--- src/rtl/vta_axil_csr.sv ---
// vta_axil_csr: AXI4-Lite control/status register file for the VTA core.
// The host programs the instruction count and DRAM pointers, then writes START.
// The block pulses launch, tracks busy/done, and counts execution cycles.
module vta_axil_csr #(
    parameter int ADDR_WIDTH = 16,
    parameter int DATA_WIDTH = 32,
    parameter int NUM_PTRS   = 6
) (
    input  logic                           clk,
    input  logic                           rstn,
    input  logic                           s_axi_awvalid,
    output logic                           s_axi_awready,
    input  logic [ADDR_WIDTH-1:0]          s_axi_awaddr,
    input  logic                           s_axi_wvalid,
    output logic                           s_axi_wready,
    input  logic [DATA_WIDTH-1:0]          s_axi_wdata,
    input  logic [DATA_WIDTH/8-1:0]        s_axi_wstrb,
    output logic                           s_axi_bvalid,
    input  logic                           s_axi_bready,
    output logic [1:0]                     s_axi_bresp,
    input  logic                           s_axi_arvalid,
    output logic                           s_axi_arready,
    input  logic [ADDR_WIDTH-1:0]          s_axi_araddr,
    output logic                           s_axi_rvalid,
    input  logic                           s_axi_rready,
    output logic [DATA_WIDTH-1:0]          s_axi_rdata,
    output logic [1:0]                     s_axi_rresp,
    output logic                           launch,
    input  logic                           finish,
    output logic                           busy,
    output logic [DATA_WIDTH-1:0]          vals0,
    output logic [NUM_PTRS*DATA_WIDTH-1:0] ptrs
);
    localparam int IDX_W = ADDR_WIDTH - 2;
    localparam logic [IDX_W-1:0] IDX_CTRL = IDX_W'(0);
    localparam logic [IDX_W-1:0] IDX_ECNT = IDX_W'(1);
    localparam logic [IDX_W-1:0] IDX_VALS = IDX_W'(2);
    localparam logic [IDX_W-1:0] IDX_LAST = IDX_W'(2 + NUM_PTRS);
    localparam logic [1:0] RESP_OKAY   = 2'b00;
    localparam logic [1:0] RESP_SLVERR = 2'b10;

    typedef enum logic {IDLE = 1'b0, BUSY = 1'b1} state_t;

    state_t                state, state_nxt;
    logic                  done, done_nxt, launch_nxt;
    logic [DATA_WIDTH-1:0] ecnt;
    logic [DATA_WIDTH-1:0] vals0_q;
    logic [DATA_WIDTH-1:0] ptr_q [NUM_PTRS];
    logic [DATA_WIDTH-1:0] rd_data;
    logic [1:0]            rd_resp;

    // Byte-lane merge of new write data into an existing register value.
    function automatic logic [DATA_WIDTH-1:0] apply_strb(
        input logic [DATA_WIDTH-1:0]   old_v,
        input logic [DATA_WIDTH-1:0]   new_v,
        input logic [DATA_WIDTH/8-1:0] strb
    );
        logic [DATA_WIDTH-1:0] r;
        r = old_v;
        for (int b = 0; b < DATA_WIDTH/8; b++)
            if (strb[b]) r[8*b +: 8] = new_v[8*b +: 8];
        return r;
    endfunction

    // Cycle counter increment that sticks at all-ones instead of wrapping.
    function automatic logic [DATA_WIDTH-1:0] sat_inc(input logic [DATA_WIDTH-1:0] v);
        return (&v) ? v : v + DATA_WIDTH'(1);
    endfunction

    // Address byte offsets within a word carry no meaning here.
    logic unused_addr_lsbs;
    assign unused_addr_lsbs = ^{s_axi_awaddr[1:0], s_axi_araddr[1:0]};

    logic [IDX_W-1:0] wr_idx, rd_idx;
    logic             wr_fire, rd_fire, wr_mapped, ctrl_wr, idle_wr;

    assign wr_idx    = s_axi_awaddr[ADDR_WIDTH-1:2];
    assign rd_idx    = s_axi_araddr[ADDR_WIDTH-1:2];
    // AW and W are taken only as a pair, and never while a response is pending.
    assign wr_fire   = s_axi_awvalid & s_axi_wvalid & ~s_axi_bvalid;
    assign rd_fire   = s_axi_arvalid & ~s_axi_rvalid;
    assign wr_mapped = (wr_idx <= IDX_LAST);
    assign ctrl_wr   = wr_fire & (wr_idx == IDX_CTRL) & s_axi_wstrb[0];
    assign idle_wr   = wr_fire & (state == IDLE);

    assign s_axi_awready = wr_fire;
    assign s_axi_wready  = wr_fire;
    assign s_axi_arready = rd_fire;
    assign busy          = (state == BUSY);
    assign vals0         = vals0_q;

    for (genvar k = 0; k < NUM_PTRS; k++) begin : g_ptr
        assign ptrs[DATA_WIDTH*k +: DATA_WIDTH] = ptr_q[k];
    end

    // FSM next state: START from IDLE launches; finish in BUSY wins over any CTRL write.
    always_comb begin
        state_nxt  = state;
        done_nxt   = done;
        launch_nxt = 1'b0;
        case (state)
            IDLE: begin
                if (ctrl_wr) begin
                    done_nxt = 1'b0;
                    if (s_axi_wdata[0]) begin
                        state_nxt  = BUSY;
                        launch_nxt = 1'b1;
                    end
                end
            end
            BUSY: begin
                if (finish) begin
                    done_nxt  = 1'b1;
                    state_nxt = IDLE;
                end
            end
            default: state_nxt = IDLE;
        endcase
    end

    // FSM state, done flag and the one-cycle launch pulse.
    always_ff @(posedge clk or negedge rstn) begin
        if (!rstn) begin
            state  <= IDLE;
            done   <= 1'b0;
            launch <= 1'b0;
        end else begin
            state  <= state_nxt;
            done   <= done_nxt;
            launch <= launch_nxt;
        end
    end

    // Cycle counter and parameter registers; host writes land only while IDLE.
    always_ff @(posedge clk or negedge rstn) begin
        if (!rstn) begin
            ecnt    <= '0;
            vals0_q <= '0;
            for (int k = 0; k < NUM_PTRS; k++) ptr_q[k] <= '0;
        end else if (state == BUSY) begin
            ecnt <= sat_inc(ecnt);
        end else if (launch_nxt) begin
            ecnt <= '0;
        end else if (idle_wr) begin
            if (wr_idx == IDX_ECNT) ecnt <= apply_strb(ecnt, s_axi_wdata, s_axi_wstrb);
            if (wr_idx == IDX_VALS) vals0_q <= apply_strb(vals0_q, s_axi_wdata, s_axi_wstrb);
            for (int k = 0; k < NUM_PTRS; k++)
                if (wr_idx == IDX_W'(3 + k))
                    ptr_q[k] <= apply_strb(ptr_q[k], s_axi_wdata, s_axi_wstrb);
        end
    end

    // Write response: raised after an accepted pair, held until bready.
    always_ff @(posedge clk or negedge rstn) begin
        if (!rstn) begin
            s_axi_bvalid <= 1'b0;
            s_axi_bresp  <= RESP_OKAY;
        end else if (wr_fire) begin
            s_axi_bvalid <= 1'b1;
            s_axi_bresp  <= wr_mapped ? RESP_OKAY : RESP_SLVERR;
        end else if (s_axi_bready) begin
            s_axi_bvalid <= 1'b0;
        end
    end

    // Read mux over the current (pre-write) register contents.
    always_comb begin
        rd_data = '0;
        rd_resp = RESP_OKAY;
        if (rd_idx == IDX_CTRL)      rd_data = {{(DATA_WIDTH-2){1'b0}}, done, busy};
        else if (rd_idx == IDX_ECNT) rd_data = ecnt;
        else if (rd_idx == IDX_VALS) rd_data = vals0_q;
        else if (rd_idx > IDX_LAST)  rd_resp = RESP_SLVERR;
        for (int k = 0; k < NUM_PTRS; k++)
            if (rd_idx == IDX_W'(3 + k)) rd_data = ptr_q[k];
    end

    // Read response: registered data/resp, held until rready.
    always_ff @(posedge clk or negedge rstn) begin
        if (!rstn) begin
            s_axi_rvalid <= 1'b0;
            s_axi_rdata  <= '0;
            s_axi_rresp  <= RESP_OKAY;
        end else if (rd_fire) begin
            s_axi_rvalid <= 1'b1;
            s_axi_rdata  <= rd_data;
            s_axi_rresp  <= rd_resp;
        end else if (s_axi_rready) begin
            s_axi_rvalid <= 1'b0;
        end
    end
endmodule
--- config.mk ---
export PLATFORM = sky130hd
export DESIGN_NAME = vta_axil_csr
export DESIGN_NICKNAME = d
export VERILOG_FILES = /design/src/rtl/vta_axil_csr.sv
export SDC_FILE = /design/constraint.sdc
export NUM_CORES = 1
export LEC_CHECK = 0
export CELL_PAD_IN_SITES_DETAIL_PLACEMENT = 1
export CELL_PAD_IN_SITES_GLOBAL_PLACEMENT = 1
export CORE_MARGIN = 1
export CORE_UTILIZATION = 41
export CTS_BUF_LIST = sky130_fd_sc_hd__clkbuf_2
export DETAILED_ROUTE_END_ITERATION = 12
export GPL_ROUTABILITY_DRIVEN = 0
export HOLD_SLACK_MARGIN = 0.06
export MAX_ROUTING_LAYER = met4
export PLACE_DENSITY_LB_ADDON = 0.1
export SLEW_MARGIN = 30
export SYNTH_ARGS = -nofsm -noshare
export SYNTH_HDL_FRONTEND = slang
export SYNTH_SLANG_ARGS = --single-unit
--- constraint.sdc ---
create_clock -name clk -period 2.91 [get_ports clk]
set_input_delay 0.582 -clock clk [delete_from_list [all_inputs] [get_ports clk]]
set_output_delay 0.582 -clock clk [all_outputs]
set_load 0.05 [all_outputs]
==> results of run 1 <==
## where the power goes
group,switching [mW],total (mW),internal [mW]
combinational,0.502,0.808,0.306
sequential,0.0980,4.27,4.17
clock,1.79,2.99,1.20
total,2.39,8.06,5.67
## flip-flops by register name (all words and copies together), names as in the netlist
name / flops
launch: 1
vals0: 32
s_axi_bresp: 1
s_axi_rresp: 1
s_axi_rdata: 32
s_axi_rvalid: 1
ecnt: 32
ptrs: 192
done: 1
busy: 1
s_axi_bvalid: 1
## per-stage QoR
| stage | hold WS (ns) | setup TNS [ns] |
|---|---|---|
| floorplan | 0.2864 | 0 |
| global placement | 0.4615 | -67.11 |
| detailed placement | 0.4696 | -74.93 |
| CTS | 0.07241 | 0 |
| global route | 0.1339 | 0 |
| finish | 0.1608 | 0 |
## per-layer routing
| layer | global-route usage, % | up-vias |
|---|---|---|
| met5 | - | - |
| met4 | 8.944 | 0 |
| met3 | 6.591 | 68 |
| met2 | 46.11 | 385 |
| met1 | 39.10 | 6486 |
| li1 | - | 5647 |
## layout make-up
| type | instances | area share (%) |
|---|---|---|
| antenna | 4 | 0.04908 |
| clock buffer | 135 | 3.313 |
| clock inverter | 12 | 0.2209 |
| inverter | 13 | 0.2393 |
| multi-input combinational | 862 | 34.39 |
| sequential | 295 | 36.20 |
| tap | 455 | 2.791 |
| timing repair buffer | 456 | 22.80 |
## worst min-delay path by stage
| stage | end | start |
|---|---|---|
| finish | ptrs[154] | rstn |
| global route | ptrs[154] | rstn |
| floorplan | busy | rstn |
| global placement | s_axi_rresp[1] | s_axi_rresp[1] |
| CTS | ptrs[154] | rstn |
| detailed placement | s_axi_rresp[1] | s_axi_rresp[1] |
## cell families (layout without fill, tap and decap cells)
kind of cell | count (synthesis) | after routing | synth area share (%)
simple gates | 288 | 288 | 10.72
buf+inv | 87 | 616 | 2.402
compound gates | 281 | 281 | 12.61
fa+ha+maj | 1 | 1 | 0.08515
mux | 290 | 290 | 23.91
flops | 295 | 295 | 50.25
other cells | 1 | 6 | 0.02552
## placed cells by master (no fill, tap or decap), drive strengths merged, types with 3 or more instances in the layout
cell,instances
o21ai,93
a22oi,58
o22ai,6
a221oi,5
o21a,5
and4,4
buf,127
mux2i,4
a21oi,43
inv,15
nor2b,3
and2,6
a21o,3
nand3,24
dfrtp,295
clkbuf,135
diode,4
nand2,93
a22o,5
nor2,66
nor3,14
a31o,3
clkinv,10
clkdlybuf4s50,328
o221ai,29
and3,33
nand2b,3
mux2,285
nand4,18
a31oi,12
or4,3
a21boi,3
nor4,12
o22a,3
## timing repair
item                                   CTS  global route
gates resized for setup                  0             0
endpoints found under the hold margin  295             0
hold buffers                             1             0
setup endpoints to repair                0             0
==> flow_summary.toml, run 1 <==
[drt]
drt-met1-wl_um = 23370
antenna_left = 0
routed-via-count = 12586
wl_met2_um = 24450
drc = 0
route.met3.wl_um = 3266
drt_pre_antenna_iters = 5
drtIter0Drc = 662
wl_per_cell_um = 23.31
vias_per_cell = 5.639
top_layer = "met4"
routed_wl_um = 52030

[cells_and_area]
design_area_um2 = 20390
n_fill_cell = 3748
final-seq-area_um2 = 7383
multi_input_area_um2 = 7013
final_cells = 2232
utilization_pct = 58.46
drive_above_1_share_pct = 30.74
syn_to_final_growth_pct = 38.82
fin_nets = 1787

[worst_setup_path]
ff2ff_setup_slack_ns = 0.22
crit_path_max_fanout = 3
arrival_ns = 2.19
cp-endpoint = "ptrs[13]"
critical_path_class = "reg -> out"
path_delay_family = "buffers and inverters"
startpoint_type = "register"
path_buf_inv = 1
slowest_stage = "clkdlybuf4s50_1"
slowest_delay_ns = 0.87
rr_endpoint = "ecnt[5]"
rr_worst_depth = 9
crit_path_start = "ptrs[13]"
crit_cells = 1
r2r-start = "ecnt[0]"
worstPathRequired_ns = 2.33
crit_chain = "clkdlybuf4s50_1"
worst_setup_path_end_kind = "output pin"

[synth]
synth_edf_count = 0
synth_common_cells = "dfrtp_1, mux2_2, nand2_1"
yosys_warnings = 0
synth_top_area_share_pct = 50.25
syn_area_per_cell_um2 = 11.82
seq_area_frac_synth_pct = 50.25
yosysTopAreaCell = "dfrtp_1"
synth-seq-cells = 295
synth_cells = 1243
ys.flop_type = "dfrtp_1"
yosysMostFrequentCell = "dfrtp_1"
async_flop_share_pct = 100.0
yosys-top-cells-area = "dfrtp_1, mux2_2, mux2_4"
synth_area_um2 = 14690
synth_cell_type_count = 70

[placed_design]
dpl-instance-area_um2 = 19650
hpwl_um = 36140
port_buffers = 336
numPlacedInstances = 2080
pre_cts_ws_ns = -0.4241

[global_routing]
grt_start_max_net_pins = 80
track_usage_pct = 29.82
grt_pass1_wl_um = 80290
overflow = 0
first_global_vias = 13418
grt_antenna_before_repair = 4

[sta]
worst_slew_pin_slew_ns = 0.8381
hold_viol = 0
slew_headroom_pct = 44.01
period_share_pct = 95.29
setup_ws_ns = 0.1370
clock.fmax_mhz = 360.6
fin_skew_ns = 0.04633
finalSetupViolations = 0
slew_viol_final = 0
layout_min_cycle_time_ns = 2.773
rsz0062_at_grt = "no"

[power_and_ir_drop]
power_mw = 8.064
leakage_nw = 9.153
p_per_area_nw_per_um2 = 395.4
ir_worst_vdd_mv = 0.2308

[min_path]
worst_hold_path_type = "in -> async"

[status]
status = "finished, final reports clean"

[clocking]
htree_levels = 3
cts_tree = "done"
cts_setup_buffers = 0
path_clk_slew_ns = 0.10
clockBufferDepth = 3
clock-sinks = 295
clockRootBuffer = "clkbuf_2"
clock_latency_ns = 0.93
cts_inserted_buffers = 82

[floorplanning]
core_um2 = 34880
ios = 343
dieArea_um2 = 36590
start_util_pct = 42.12
die_w_um = 191.3
die_y_um = 191.3
row_count = 68

[run]
maxCapViolations = 0
Power figures use the tool's default switching activity.
==> inputs of run 2 (changes only) <==
CAP_MARGIN = 20   (was default)
CORE_ASPECT_RATIO = 0.6   (was default)
CORE_UTILIZATION = 52   (was 41)
DONT_BUFFER_PORTS = 1   (was default)
==> run 2 against run 1 <==
The run now ends with hold timing left. Clock power is 4% higher. Clock skew is 0.036 ns higher. Sequential cell count is the same. Clock-buffer cell count is 33 lower. Sequential power rose by 1%.
==> flow_summary.toml, run 2 (same netlist as run 1, synthesis figures left out) <==
[status]
status = "finished with violations"
violations = "hold timing"

[global_routing]
track_usage_pct = 37.02
grt_pass1_wl_um = 78540
overflow = 0
grt_start_max_net_pins = 296
use_met2_pct = 55.20
grt_util_met1_pct = 47.95
grt_antenna_before_repair = 1
grtUsageMet3_pct = 10.15
first_global_vias = 12637
gr-max-usage-layer = "met2"

[min_path]
worst_hold_path_type = "in -> async"

[placed_design]
port_buffers = 0
dpl-instance-area_um2 = 15490
pre_cts_ws_ns = -0.2127
numPlacedInstances = 1601
hpwl_um = 32350

[cells_and_area]
most-common-layout-cells = "dfrtp_1, mux2_2, clkbuf_2, nand2_1, o21ai_0"
syn_to_final_growth_pct = 14.40
fin_nets = 1442
largest_reg_flops = 192
final_common_cell = "dfrtp_1"
final_cells = 1786
utilization_pct = 60.81
design_area_um2 = 16810
drive_above_1_share_pct = 32.60

[power_and_ir_drop]
power_mw = 7.979
p_per_area_nw_per_um2 = 474.7
leakage_nw = 7.748
ir_worst_vdd_mv = 0.3118

[drt]
vias_per_cell = 6.554
wl_per_cell_um = 28.73
drt_pre_antenna_iters = 5
routed_wl_um = 51310
routed-via-count = 11706
drtIter0Drc = 876
drc = 0
antenna_left = 0

[worst_setup_path]
rr_worst_depth = 7
crit_path_max_fanout = 8
r2r-start = "ptrs[71]"
cp-endpoint = "s_axi_arready"
worstPathRequired_ns = 2.33
rr_endpoint = "s_axi_rdata[7]"
startpoint_type = "register"
worst_setup_path_end_kind = "output pin"
ff2ff_setup_slack_ns = 0.15
crit_path_start = "s_axi_rvalid"
arrival_ns = 2.21
critical_path_class = "reg -> out"

[floorplanning]
die_w_um = 219
core_um2 = 27640
die_y_um = 132.2
dieArea_um2 = 28950
row_count = 47
start_util_pct = 53.16
ios = 343

[sta]
setup_ws_ns = 0.1158
totalNegativeSetupSlack_ns = 0
slew_viol_final = 0
rsz0062_at_grt = "no"
finalSetupViolations = 0
hold_viol = 295
timing.hold.ws_ns = -0.6813
period_share_pct = 96.02
fin_skew_ns = 0.08236
slew_headroom_pct = 29.84
layout_min_cycle_time_ns = 2.794
clock.fmax_mhz = 357.9
worst_slew_pin_slew_ns = 1.045

[run]
maxCapViolations = 0

[clocking]
cts_tree = "done"
clockBufferDepth = 3
cts_hold_buf = 56
htree_levels = 3
path_clk_slew_ns = 0.13
cts_inserted_buffers = 73
clock-sinks = 295
clockRootBuffer = "clkbuf_2"
clock_latency_ns = 0.99
run 2: changes by cell type in the layout (fill, tap and decap cells not counted), sizes merged:
cell / before / now
clkinvlp: 0 / 1
inv: 15 / 13
buf: 127 / 66
bufinv: 0 / 4
diode: 4 / 2
clkbuf: 135 / 102
dlygate4sd3: 1 / 54
clkdlybuf4s50: 328 / 0
clkinv: 10 / 20
run 2: critical path, cell delays in order (launching register included):
cell        delay [ns]
dfrtp_2           0.55
inv_1             0.14
nand2_4           0.21
clkinvlp_4        0.34
run 2: worst min path at each step:
| stage | start | endpoint | slack [ns] |
|---|---|---|---|
| after global routing | rstn | ptrs[101] | -0.80 |
| after floorplan | rstn | busy | 0.29 |
| after detailed placement | rstn | ptrs[165] | 0.29 |
| after CTS | rstn | ptrs[74] | -0.80 |
| final | rstn | ptrs[165] | -0.68 |
| after global placement | rstn | ptrs[165] | 0.29 |
run 2: final cells by class:
type                            instances  area [µm²]
Sequential cell                       295        7387
Inverter                               13       52.55
Clock inverter                         25       201.4
Tap cell                              367       459.2
Fill cell                            2889       10830
Multi-Input combinational cell        862        7023
Antenna cell                            2       5.005
Clock buffer                          102       510.5
Timing Repair Buffer                  120        1169
run 2: routing by layer:
metal | wire length, µm | share of wire (%)
met1 | 22040 | 43
met2 | 24030 | 47
met3 | 3694 | 7.2
met4 | 1549 | 3.0
met5 | 0 | 0
run 2: repair_timing:
action,4_1_cts,5_1_grt
buffers inserted,0,0
setup endpoints to repair,1,7
resized for setup,3,3
endpoints found under the hold margin,589,295
run 2: report_power, final:
part | leakage (nW) | switching (mW) | total (mW) | internal (mW)
Combinational | 3.18 | 0.330 | 0.545 | 0.216
Sequential | 4.05 | 0.156 | 4.33 | 4.17
Clock | 0.521 | 1.81 | 3.11 | 1.29
Total | 7.75 | 2.30 | 7.98 | 5.68
